==> src/rtl/lsu_pkg.sv <==
// Shared definitions for the load/store unit: access sizes, FSM states and
// the lane extract/merge helpers used by the alignment datapath.
package lsu_pkg;

    localparam logic [1:0] SZ_BYTE = 2'b00;
    localparam logic [1:0] SZ_HALF = 2'b01;
    localparam logic [1:0] SZ_WORD = 2'b10;

    typedef enum logic [1:0] {
        ST_IDLE = 2'd0,
        ST_RD   = 2'd1,
        ST_WR   = 2'd2,
        ST_RESP = 2'd3
    } lsu_state_e;

    // Pull the addressed little-endian lane out of a word and extend it.
    function automatic logic [31:0] lane_extract(
        input logic [31:0] word,
        input logic [1:0]  addr_lo,
        input logic [1:0]  size,
        input logic        is_unsigned
    );
        logic [7:0]  b;
        logic [15:0] h;
        logic [31:0] r;
        b = word[{addr_lo, 3'b000} +: 8];
        h = word[{addr_lo[1], 4'b0000} +: 16];
        case (size)
            SZ_BYTE: r = {{24{b[7] & ~is_unsigned}}, b};
            SZ_HALF: r = {{16{h[15] & ~is_unsigned}}, h};
            default: r = word;
        endcase
        return r;
    endfunction

    // Replace the addressed lane of the old word with the low store data.
    function automatic logic [31:0] lane_merge(
        input logic [31:0] old_word,
        input logic [31:0] wdata,
        input logic [1:0]  addr_lo,
        input logic [1:0]  size
    );
        logic [31:0] r;
        r = old_word;
        case (size)
            SZ_BYTE: r[{addr_lo, 3'b000} +: 8]     = wdata[7:0];
            SZ_HALF: r[{addr_lo[1], 4'b0000} +: 16] = wdata[15:0];
            default: r = wdata;
        endcase
        return r;
    endfunction

endpackage

==> src/rtl/lsu_lane_align.sv <==
// Combinational lane datapath: extended load data from the memory read word,
// and the merged store word built from the captured old word.
module lsu_lane_align
    import lsu_pkg::*;
(
    input  logic [31:0] i_rd_word,
    input  logic [31:0] i_old_word,
    input  logic [31:0] i_wdata,
    input  logic [1:0]  i_addr_lo,
    input  logic [1:0]  i_size,
    input  logic        i_unsigned,
    output logic [31:0] o_load_data,
    output logic [31:0] o_merge_data
);

    assign o_load_data  = lane_extract(i_rd_word, i_addr_lo, i_size, i_unsigned);
    assign o_merge_data = lane_merge(i_old_word, i_wdata, i_addr_lo, i_size);

endmodule

==> src/rtl/load_store_unit.sv <==
// Byte-addressed load/store front-end for a word-addressed data memory.
// One request in flight; sub-word stores are done as read-modify-write.
//
// state   | meaning
// --------+------------------------------------------------------------
// IDLE    | ready for a request; checks it and latches it on accept
// RD      | memory read strobe; load lane captured or old word saved
// WR      | memory write strobe with the merged (or full) word
// RESP    | response held until the consumer takes it
module load_store_unit
    import lsu_pkg::*;
#(
    parameter int unsigned DEPTH = 128
) (
    input  logic        clk,
    input  logic        rst_n,
    input  logic        ReqValid,
    output logic        ReqReady,
    input  logic        ReqWe,
    input  logic [1:0]  ReqSize,
    input  logic        ReqUnsigned,
    input  logic [31:0] ReqAddr,
    input  logic [31:0] ReqWData,
    output logic        RspValid,
    input  logic        RspReady,
    output logic [31:0] RspRData,
    output logic        RspErr,
    output logic [31:0] MemAddress,
    output logic [31:0] MemDataIn,
    output logic        MemW,
    output logic        MemR,
    input  logic [31:0] MemDataOut
);

    lsu_state_e  r_state;
    lsu_state_e  w_next_state;

    logic        r_we;
    logic [1:0]  r_size;
    logic        r_uns;
    logic [31:0] r_addr;
    logic [31:0] r_wdata;
    logic [31:0] r_old;
    logic [31:0] r_rdata;
    logic        r_err;

    logic        w_accept;
    logic        w_req_err;
    logic [31:0] w_load_data;
    logic [31:0] w_merge_data;

    // Errors are judged on the raw request so a bad access never reaches RD/WR.
    assign w_req_err = (ReqSize == 2'b11)
                    || ((ReqSize == SZ_HALF) && ReqAddr[0])
                    || ((ReqSize == SZ_WORD) && (ReqAddr[1:0] != 2'b00))
                    || ({2'b00, ReqAddr[31:2]} >= DEPTH);

    assign w_accept = ReqValid && ReqReady;

    lsu_lane_align u_align (
        .i_rd_word    (MemDataOut),
        .i_old_word   (r_old),
        .i_wdata      (r_wdata),
        .i_addr_lo    (r_addr[1:0]),
        .i_size       (r_size),
        .i_unsigned   (r_uns),
        .o_load_data  (w_load_data),
        .o_merge_data (w_merge_data)
    );

    // Memory side comes only from registers so it is steady for a level write.
    assign MemAddress = {2'b00, r_addr[31:2]};
    assign MemDataIn  = (r_state == ST_WR) ? w_merge_data : 32'h0;
    assign RspRData   = r_rdata;
    assign RspErr     = r_err;

    // State register.
    always_ff @(posedge clk or negedge rst_n) begin
        if (!rst_n) begin
            r_state <= ST_IDLE;
        end else begin
            r_state <= w_next_state;
        end
    end

    // Next-state and strobe decode.
    always_comb begin
        w_next_state = r_state;
        ReqReady     = 1'b0;
        RspValid     = 1'b0;
        MemR         = 1'b0;
        MemW         = 1'b0;
        case (r_state)
            ST_IDLE: begin
                ReqReady = 1'b1;
                if (ReqValid) begin
                    if (w_req_err) begin
                        w_next_state = ST_RESP;
                    end else if (!ReqWe || (ReqSize != SZ_WORD)) begin
                        w_next_state = ST_RD;
                    end else begin
                        w_next_state = ST_WR;
                    end
                end
            end
            ST_RD: begin
                MemR         = 1'b1;
                w_next_state = r_we ? ST_WR : ST_RESP;
            end
            ST_WR: begin
                MemW         = 1'b1;
                w_next_state = ST_RESP;
            end
            ST_RESP: begin
                RspValid = 1'b1;
                if (RspReady) begin
                    w_next_state = ST_IDLE;
                end
            end
            default: w_next_state = ST_IDLE;
        endcase
    end

    // Request capture on accept; read data or old word captured in RD.
    always_ff @(posedge clk or negedge rst_n) begin
        if (!rst_n) begin
            r_we    <= 1'b0;
            r_size  <= 2'b00;
            r_uns   <= 1'b0;
            r_addr  <= 32'h0;
            r_wdata <= 32'h0;
            r_old   <= 32'h0;
            r_rdata <= 32'h0;
            r_err   <= 1'b0;
        end else begin
            case (r_state)
                ST_IDLE: begin
                    if (w_accept) begin
                        r_we    <= ReqWe;
                        r_size  <= ReqSize;
                        r_uns   <= ReqUnsigned;
                        r_addr  <= ReqAddr;
                        r_wdata <= ReqWData;
                        r_err   <= w_req_err;
                        r_rdata <= 32'h0;
                    end
                end
                ST_RD: begin
                    if (r_we) begin
                        r_old <= MemDataOut;
                    end else begin
                        r_rdata <= w_load_data;
                    end
                end
                default: ;
            endcase
        end
    end

endmodule
==> config.mk <==
export PLATFORM = sky130hd
export DESIGN_NAME = load_store_unit
export DESIGN_NICKNAME = d
export VERILOG_FILES = /design/src/rtl/lsu_pkg.sv /design/src/rtl/lsu_lane_align.sv /design/src/rtl/load_store_unit.sv
export SDC_FILE = /design/constraint.sdc
export NUM_CORES = 1
export LEC_CHECK = 0
export ABC_AREA = 0
export BUFFER_PORTS_ARGS = -buffer_cell sky130_fd_sc_hd__buf_2
export CORE_AREA = 2 2 126 128
export CTS_CLUSTER_SIZE = 24
export DETAILED_ROUTE_END_ITERATION = 16
export DIE_AREA = 0 0 128 130
export PLACE_DENSITY = 0.76
export RECOVER_POWER = 50
export SYNTH_ARGS = -nofsm -noshare
export SYNTH_HDL_FRONTEND = slang
export SYNTH_SLANG_ARGS = --single-unit
==> constraint.sdc <==
create_clock -name clk -period 2.38 [get_ports clk]
set_clock_uncertainty 0.05 [all_clocks]
set_input_delay 0.357 -clock clk [delete_from_list [all_inputs] [get_ports clk]]
set_output_delay 0.357 -clock clk [all_outputs]
set_load 0.05 [all_outputs]
After elaboration in Yosys (flattened, before gate mapping) --
Cells that the tools add are included.
Cells by class: $add $sub $neg 2, $mul 0, div/mod/pow operators 0, $lt $le $gt $ge 1, eq/ne operators 12, shift operators 6, mux-type cells 18, bitwise operators 3, reductions and logical operators 16
Operator list (number):
- $pmux W32 S2 | 3
- $mux W32 | 3
- $bwmux W32 | 2
- $shift A16 B7 Y32 const A | 1
- $shift A8 B7 Y32 const A | 1
- $shiftx A16 B7 Y32 | 1
- $shiftx A32 B6 Y16 | 1
- $shiftx A32 B6 Y8 | 1
- $shiftx A8 B7 Y32 | 1
- $ge A30 B8 Y1 const B | 1
- $neg A5 Y7 | 2
- $ne A2 B2 Y1 const B | 5
- $eq A2 B2 Y1 const B | 4
- $mux W2 | 4
- $pmux W2 S4 | 1
- $eq A2 B1 Y1 const B | 3
- $reduce_and A2 Y1 | 3
- $mux W1 | 5
- $logic_not A2 Y1 | 2
- $logic_or A1 B1 Y1 | 4
- $reduce_bool A2 Y1 | 2
- $logic_and A1 B1 Y1 | 3
- $reduce_and A3 Y1 | 1
- $and A1 B1 Y1 | 2
- other kinds (2) | 2
Storage, ports and cells: register bits 135, latch bits 0, RAM bits 0, ROM bits 0, input port bits 104, output and inout port bits 101, word-level logic and storage cells 67, memories kept 0

Logic depth before layout (Yosys ltp) --
Gate-level depths: netlist of the first run.
depth in word-level cells 8, gate-level depth with buffers 9, mapped depth without buffers 6

Hierarchy --
A second synthesis of the first run with hierarchy kept.
Unflattened totals: cell total of the unflattened synthesis 742, area total of the unflattened synthesis 7876.3 µm²
By module, submodules not included:
- load_store_unit | times used 1, cells an instance 456, area each 5791.8 µm², seq. area each 3378.2 µm²
- lsu_lane_align | times used 1, cells an instance 286, area each 2084.5 µm², seq. area each 0.0 µm²

Least setup slack after synthesis of the first run --
Ideal clock, no wire load.
path type flip-flop to output port, from reg r_addr[1], to out MemDataIn[0], data arrival time 2.531 ns, required time 1.973 ns, path slack -0.558 ns, stages on the path, launching flop included 9, path buffers 3, cells stage by stage dfrtp_1 -> buf_6 -> buf_6 -> inv_2 -> ha_1 -> nor4bb_1 -> buf_1 -> nand2_1 -> a31oi_1
Between the ends: longest elaborated chain between the ends 5, elaborated cells between the ends (all ways) 10, those cells by class 2 x add/sub; 4 x shift; 4 x mux
RTL lines:
- from (decl) | line load_store_unit.sv:41 | logic [31:0] r_addr;
- from (signal assigned) | line load_store_unit.sv:142 | r_addr <= ReqAddr;
- $neg A5 Y7, on equally long branches | line lsu_pkg.sv:47, lsu_pkg.sv:46
- $shiftx A16 B7 Y32 (tied with other cells) | line lsu_pkg.sv:47 | SZ_HALF: r[{addr_lo[1], 4'b0000} +: 16] = wdata[15:0];
- $bwmux W32, on equally long branches | line lsu_pkg.sv:47, lsu_pkg.sv:46
- $pmux W32 S2 * | line lsu_pkg.sv:45 | case (size)
- $mux W32 * | line load_store_unit.sv:73 | assign MemDataIn = (r_state == ST_WR) ? w_merge_data : 32'h0;
- to (decl) | line load_store_unit.sv:29 | output logic [31:0] MemDataIn,
Every way passes the cells marked *; elsewhere a longest branch is shown, timed or not.

Worst setup path in the final report of the first run --
from reg r_addr[1], to out MemDataIn[17]
The elaborated chain is that of the path after synthesis.

==> results.yml, run 1 <==
run_status:
  run_status: "complete, but fails checks"
  violations: "capacitance limit, slew limit, setup timing"
synth:
  synth_compound_area_share_pct: 17.6
  synthCells: 618
  ys_ff_latch: 135
  async_reset_ff_share_pct: 100
  synth_area_leaders: "dfrtp_1 47%, mux2_2 16%, a221o_1 4.5%"
  synth_top_family_by_area: "multiplexers"
  synth_flop_cell: "dfrtp_1"
  post-synth-top-area-cell: "dfrtp_1"
  syn_avg_cell_area_um2: 11.6
  yosys.area.top_type_share_pct: 47.2
  netlist_area_um2: 7160
  synthAdderAreaFrac_pct: 1.57
  synth_cell_types: 50
  yosysWarnings: 0
  synthXorXnorAreaFrac_pct: 0
  synth-simple-area-share_pct: 7.79
  yosysSeqAreaShare_pct: 47.2
  synth_edf_count: 0
  synthMuxAreaShare_pct: 18.5
floorplanning:
  dieArea_um2: 16600
  start_util_pct: 46.4
  fp-row-count: 46
  die_x_um: 128
  io_pins: 205
  die_height_um: 130
  core_um2: 15400
worst_setup_path:
  cp_cell_sequence: "buf_4 > ha_1 > nor4bb_4 > buf_4 > a221o_1 > a22oi_2 > nor2b_4 > buf_8"
  critical_path_arrival_ns: 2.28
  critPathCaptureType: "output port"
  critPathMaxStageDelay_ns: 0.47
  critPathKind: "register to output port"
  path_max_fanout: 8
  cpMostUsedCell: "buf_4"
  cp-start-kind: "register"
  crit_required_ns: 1.97
  crit_slowest_cell: "dfrtp_2"
placement:
  portBuffers: 202
  post-place-ws_ns: -0.0865
  hpwl_um: 14600
  gp_congestion: 0.850
grt:
  grt_max_degree: 66
  grt-ovfl-total: 0
  grt_pass1_wl_um: 31400
  grt_pass1_vias: 5946
  antenna_found_initial: 1
  track_usage_pct: 24.6
layout:
  layout-drive-gt1-share_pct: 51.2
  nets: 914
  final_cell_mix: "136 x buf_2, 133 x dfrtp_1, 102 x mux2_2"
  final_common_cell: "buf_2"
  area_growth_pct: 33.9
sta:
  layout_setup_ws_ns: -0.303
  layout_min_cycle_time_ns: 2.68
  drv_slew: 66
  fmax_mhz: 373
  period_share_pct: 113
  setup_viol: 32
  rsz0062_at_grt: "true"
  hold_viol_final: 0
  slew_headroom_pct: -9.03
  max_slew.worst_pin.slew_ns: 1.64
clock_tree:
  h-tree-depth: 4
  cts_tree: "built"
  cts_buffers: 17
  cts.root.buffer_cell: "clkbuf_16"
  cts_buffer_depth: 2
  numClockSinks: 135
  clk_latency_ns: 0.41
  clk_pin_slew_ns: 0.06
routing:
  drc_errors: 0
  dr.pass1.iters: 6
  via_count: 5886
  antenna_left: 0
  routed_wl_um: 20400
  wl_per_cell_um: 20.2
  vias_per_cell: 5.85
  drt_iter0_markers: 490
min_path:
  hp-class: "primary input to register"
run:
  cap_viol_max_count: 1
-- path summary, 6_finish.rpt --
path / start / endpoint / slack (ns) / depth (start not counted)
worst max-delay path: r_addr[1] / MemDataIn[17] / -0.30 / 8
worst min-delay path: ReqAddr[5] / r_addr[5] / 0.12 / 2
worst max register to register: r_size[0] / RspRData[23] / 0.08 / 6
worst min register to register: RspRData[7] / RspRData[7] / 0.43 / 1
max in group asynchronous: rst_n / r_wdata[6] / 0.29 / 3
min in group asynchronous: rst_n / RspRData[21] / 0.85 / 2
-- Yosys cell counts, types with 3 or more instances --
master / number
a21oi_1: 33
a221o_1: 32
a222oi_1: 14
a22o_1: 19
a22oi_1: 17
a31oi_1: 11
buf_1: 7
buf_2: 16
buf_4: 35
buf_6: 4
clkbuf_1: 13
dfrtp_1: 135
ha_1: 9
inv_1: 15
mux2_2: 102
mux2i_1: 16
nand2_1: 30
nand2b_1: 10
nor2_1: 4
nor2b_1: 25
nor3_1: 3
nor4_1: 5
nor4bb_1: 3
o21ai_0: 9
o21ai_1: 15
o221ai_1: 8
-- sequential cells by signal, summed over array words and instances (netlist names) --
register,count
RspErr,1
RspRData,32
r_addr,32
r_old,32
r_size,2
r_state,2
r_uns,1
r_wdata,32
r_we,1
-- metrics by stage --
step           utilization, %   TNS, ns  hold slack, ns  area [um^2]  instances
6_report                 62.2     -8.05           0.115         9590       1007
5_1_grt                  62.2    -14.16           0.110         9590       1006
4_1_cts                  61.5     -8.51           0.100         9490       1005
3_5_place_dp             55.5    -0.652           0.351         8570        970
3_3_place_gp             55.5    -0.215           0.347         8570        970
2_1_floorplan               -  -0.00775          0.0114         7520        619
-- metal layers --
| layer | global-route usage [%] | up-vias | part of all wire, % | wire, um |
|---|---|---|---|---|
| met5 | 0 | - | 0 | 0 |
| met4 | 9.11 | 0 | 1.9 | 394 |
| met3 | 5.70 | 37 | 6.7 | 1360 |
| met2 | 42.7 | 251 | 51 | 10500 |
| met1 | 30.3 | 2932 | 40 | 8180 |
| li1 | - | 2666 | - | - |
-- logic make-up (layout without fill, tap and decap cells) --
kind of cell    after synthesis  count (layout)
other cells                   1               3
buf+inv                      92             287
simple gates                 95              95
fa+ha+maj                     9               9
flops                       135             135
mux                         119             119
compound gates              167             167
-- repair_timing --
item | CTS | global route
hold endpoints to repair | 62 | 0
resized for setup | 84 | 41
hold buffers | 1 | 0
buffers inserted | 2 | 2
endpoints found under the setup margin | 32 | 32
pin swaps | 28 | 33
-- worst max-delay path: cells and delay by family (launching register included) --
family	cells	cell delay [ns]
buffers and inverters	3	0.47
adders and majority gates	1	0.19
DFF	1	0.47
AOI/OAI and AO/OA	2	0.50
and+or+nand+nor	2	0.23
-- final cells by class --
cell class,instances,area (um^2)
diodes,1,2.50
fillers,1259,5830
clock inverters,9,115
inverters,16,67.6
clock buffers,23,488
flip-flops and latches,135,3380
well taps,192,240
repair buffers,239,1520
multi-input cells,392,3780
Power of run 1 is not shown: default switching activity piles up to over one toggle a cycle in this logic, so the estimate is an artifact.
==> inputs of run 2 (changes only) <==
--- a/config.mk
+++ b/config.mk
@@ -7,11 +7,11 @@
 export LEC_CHECK = 0
 export ABC_AREA = 0
 export BUFFER_PORTS_ARGS = -buffer_cell sky130_fd_sc_hd__buf_2
-export CORE_AREA = 2 2 126 128
+export CORE_AREA = 2 2 120 122
 export CTS_CLUSTER_SIZE = 24
 export DETAILED_ROUTE_END_ITERATION = 16
-export DIE_AREA = 0 0 128 130
-export PLACE_DENSITY = 0.76
+export DIE_AREA = 0 0 122 124
+export PLACE_DENSITY = 0.8
 export RECOVER_POWER = 50
 export SYNTH_ARGS = -nofsm -noshare
 export SYNTH_HDL_FRONTEND = slang
==> constraint.sdc (replaced) <==
create_clock -name clk -period 2.75 [get_ports clk]
set_clock_uncertainty 0.05 [all_clocks]
set_input_delay 0.4125 -clock clk [delete_from_list [all_inputs] [get_ports clk]]
set_output_delay 0.4125 -clock clk [all_outputs]
set_load 0.05 [all_outputs]
==> run 2 against run 1 <==
Against the previous run: the flow still finishes with violations (capacitance limit, slew limit, setup timing); register-to-register slack better by 0.31 ns; via count grew 0.15%; design area down 4.3%; first-iteration DRC count is 42% higher; routed wire length up 0.87%; critical path depth decreased by 1; core utilization rose by 4.7 points.
==> results.yml, run 2 (synthesis gave the netlist of run 1 again) <==
worst_setup_path:
  r2r_cells: 6
  critical_path_arrival_ns: 2.30
  critPathKind: "register to output port"
  crit_slowest_cell: "dfrtp_2"
  path_max_fanout: 8
  cp_cell_sequence: "inv_4 > ha_4 > nor4bb_1 > buf_4 > nand2_1 > a31oi_2 > buf_6"
  critPathMaxStageDelay_ns: 0.46
  crit_required_ns: 2.29
  cp-start-kind: "register"
  critPathCaptureType: "output port"
sta:
  slew_headroom_pct: -15.3
  layout_setup_ws_ns: -0.0112
  layout_min_cycle_time_ns: 2.76
  setup_viol: 2
  rsz0062_at_grt: "true"
  drv_slew: 31
  hold_viol_final: 0
  fmax_mhz: 362
  fin_tns_setup_ns: -0.0216
  max_slew.worst_pin.slew_ns: 1.73
  period_share_pct: 100
layout:
  nets: 905
  postLayoutCellArea_um2: 9180
  finalNonFillerCells: 985
  final_common_cell: "buf_2"
  layout-drive-gt1-share_pct: 48.4
  post-route-util_pct: 66.9
  num_antenna_cells: 0
  fillers: 1068
  area_growth_pct: 28.2
  multi_input_area_um2: 3500
  final_cell_mix: "133 x buf_2, 132 x dfrtp_1, 102 x mux2_2"
  regArea_um2: 3380
floorplanning:
  die_x_um: 122
  start_util_pct: 52.2
  dieArea_um2: 15100
  core_um2: 13700
  io_pins: 205
  fp-row-count: 43
  die_height_um: 124
run:
  cap_viol_max_count: 1
placement:
  dp.cells: 944
  place_area_um2: 8220
  gp_congestion: 0.949
  hpwl_um: 14700
  portBuffers: 202
grt:
  antenna_found_initial: 0
  track_usage_pct: 26.8
  grt_max_degree: 72
  grt_pass1_vias: 5800
  grt-ovfl-total: 0
  grt_pass1_wl_um: 30800
min_path:
  hp-class: "primary input to register"
  worstHoldPathCells: 2
routing:
  vias_per_cell: 5.98
  antenna_left: 0
  drc_errors: 0
  drt_iter0_markers: 694
  dr.pass1.iters: 5
  wl_per_cell_um: 20.9
  routed_wl_um: 20600
  via_count: 5895
clock_tree:
  cts.root.buffer_cell: "clkbuf_16"
  h-tree-depth: 4
  cts_buffers: 17
  clk_pin_slew_ns: 0.06
  clk_latency_ns: 0.42
  cts_buffer_depth: 2
  cts_tree: "built"
  numClockSinks: 135
run_status:
  run_status: "complete, but fails checks"
  violations: "capacitance limit, slew limit, setup timing"
-- run 2: cell types whose count changed in the layout (fill, tap and decap cells not counted), sizes merged --
cell,previous run,this run
clkbuf,59,56
buf,202,190
inv,18,22
diode,1,0
clkinv,3,4
clkinvlp,2,3
-- run 2: final cells by class --
cell class | instances | share of cell area (%)
Multi-Input combinational cell | 392 | 38.1
Tap cell | 180 | 2.45
Inverter | 16 | 0.709
Timing Repair Buffer | 230 | 15.4
Clock buffer | 17 | 4.63
Clock inverter | 15 | 1.83
Sequential cell | 135 | 36.8
-- run 2: metrics by stage --
step	setup slack, ns	hold slack [ns]
after floorplan	0.0674	0.0669
after global placement	0.263	0.254
after detailed placement	0.180	0.258
after CTS	0.00190	0.162
after global routing	-0.0867	0.161
final	-0.0112	0.174
-- run 2: worst max-delay path: cells and delay by family (launching register included) --
family	cells	cell delay [ns]
buf+inv	3	0.55
flops	1	0.46
simple gates	2	0.40
compound gates	1	0.25
fa+ha+maj	1	0.21
-- run 2: what timing repair did --
item | 4_1_cts | 5_1_grt
buffers inserted | 5 | 2
cloned | 0 | 1
gates resized for setup | 58 | 39
setup endpoints to repair | 32 | 32
endpoints found under the hold margin | 29 | 0
pin swaps | 2 | 17
hold buffers | 1 | 0
-- run 2: worst paths after layout --
check,endpoint,startpoint,slack (ns)
max in group asynchronous,r_addr[1],rst_n,0.41
min reg2reg,RspRData[7],RspRData[7],0.44
min,r_wdata[17],ReqWData[17],0.17
max,MemDataIn[6],r_addr[0],-0.01
min in group asynchronous,RspRData[30],rst_n,0.94
max reg2reg,RspRData[28],r_state[0],0.39
-- run 2: layer usage --
metal / wire length [um] / global-route usage (%) / up-vias
met5: 0 / 0 / -
met4: 478 / 9.34 / 0
met3: 1660 / 7.97 / 29
met2: 10400 / 45.8 / 281
met1: 8070 / 32.3 / 2935
li1: - / - / 2650
Power of run 2 is left out for the same reason.
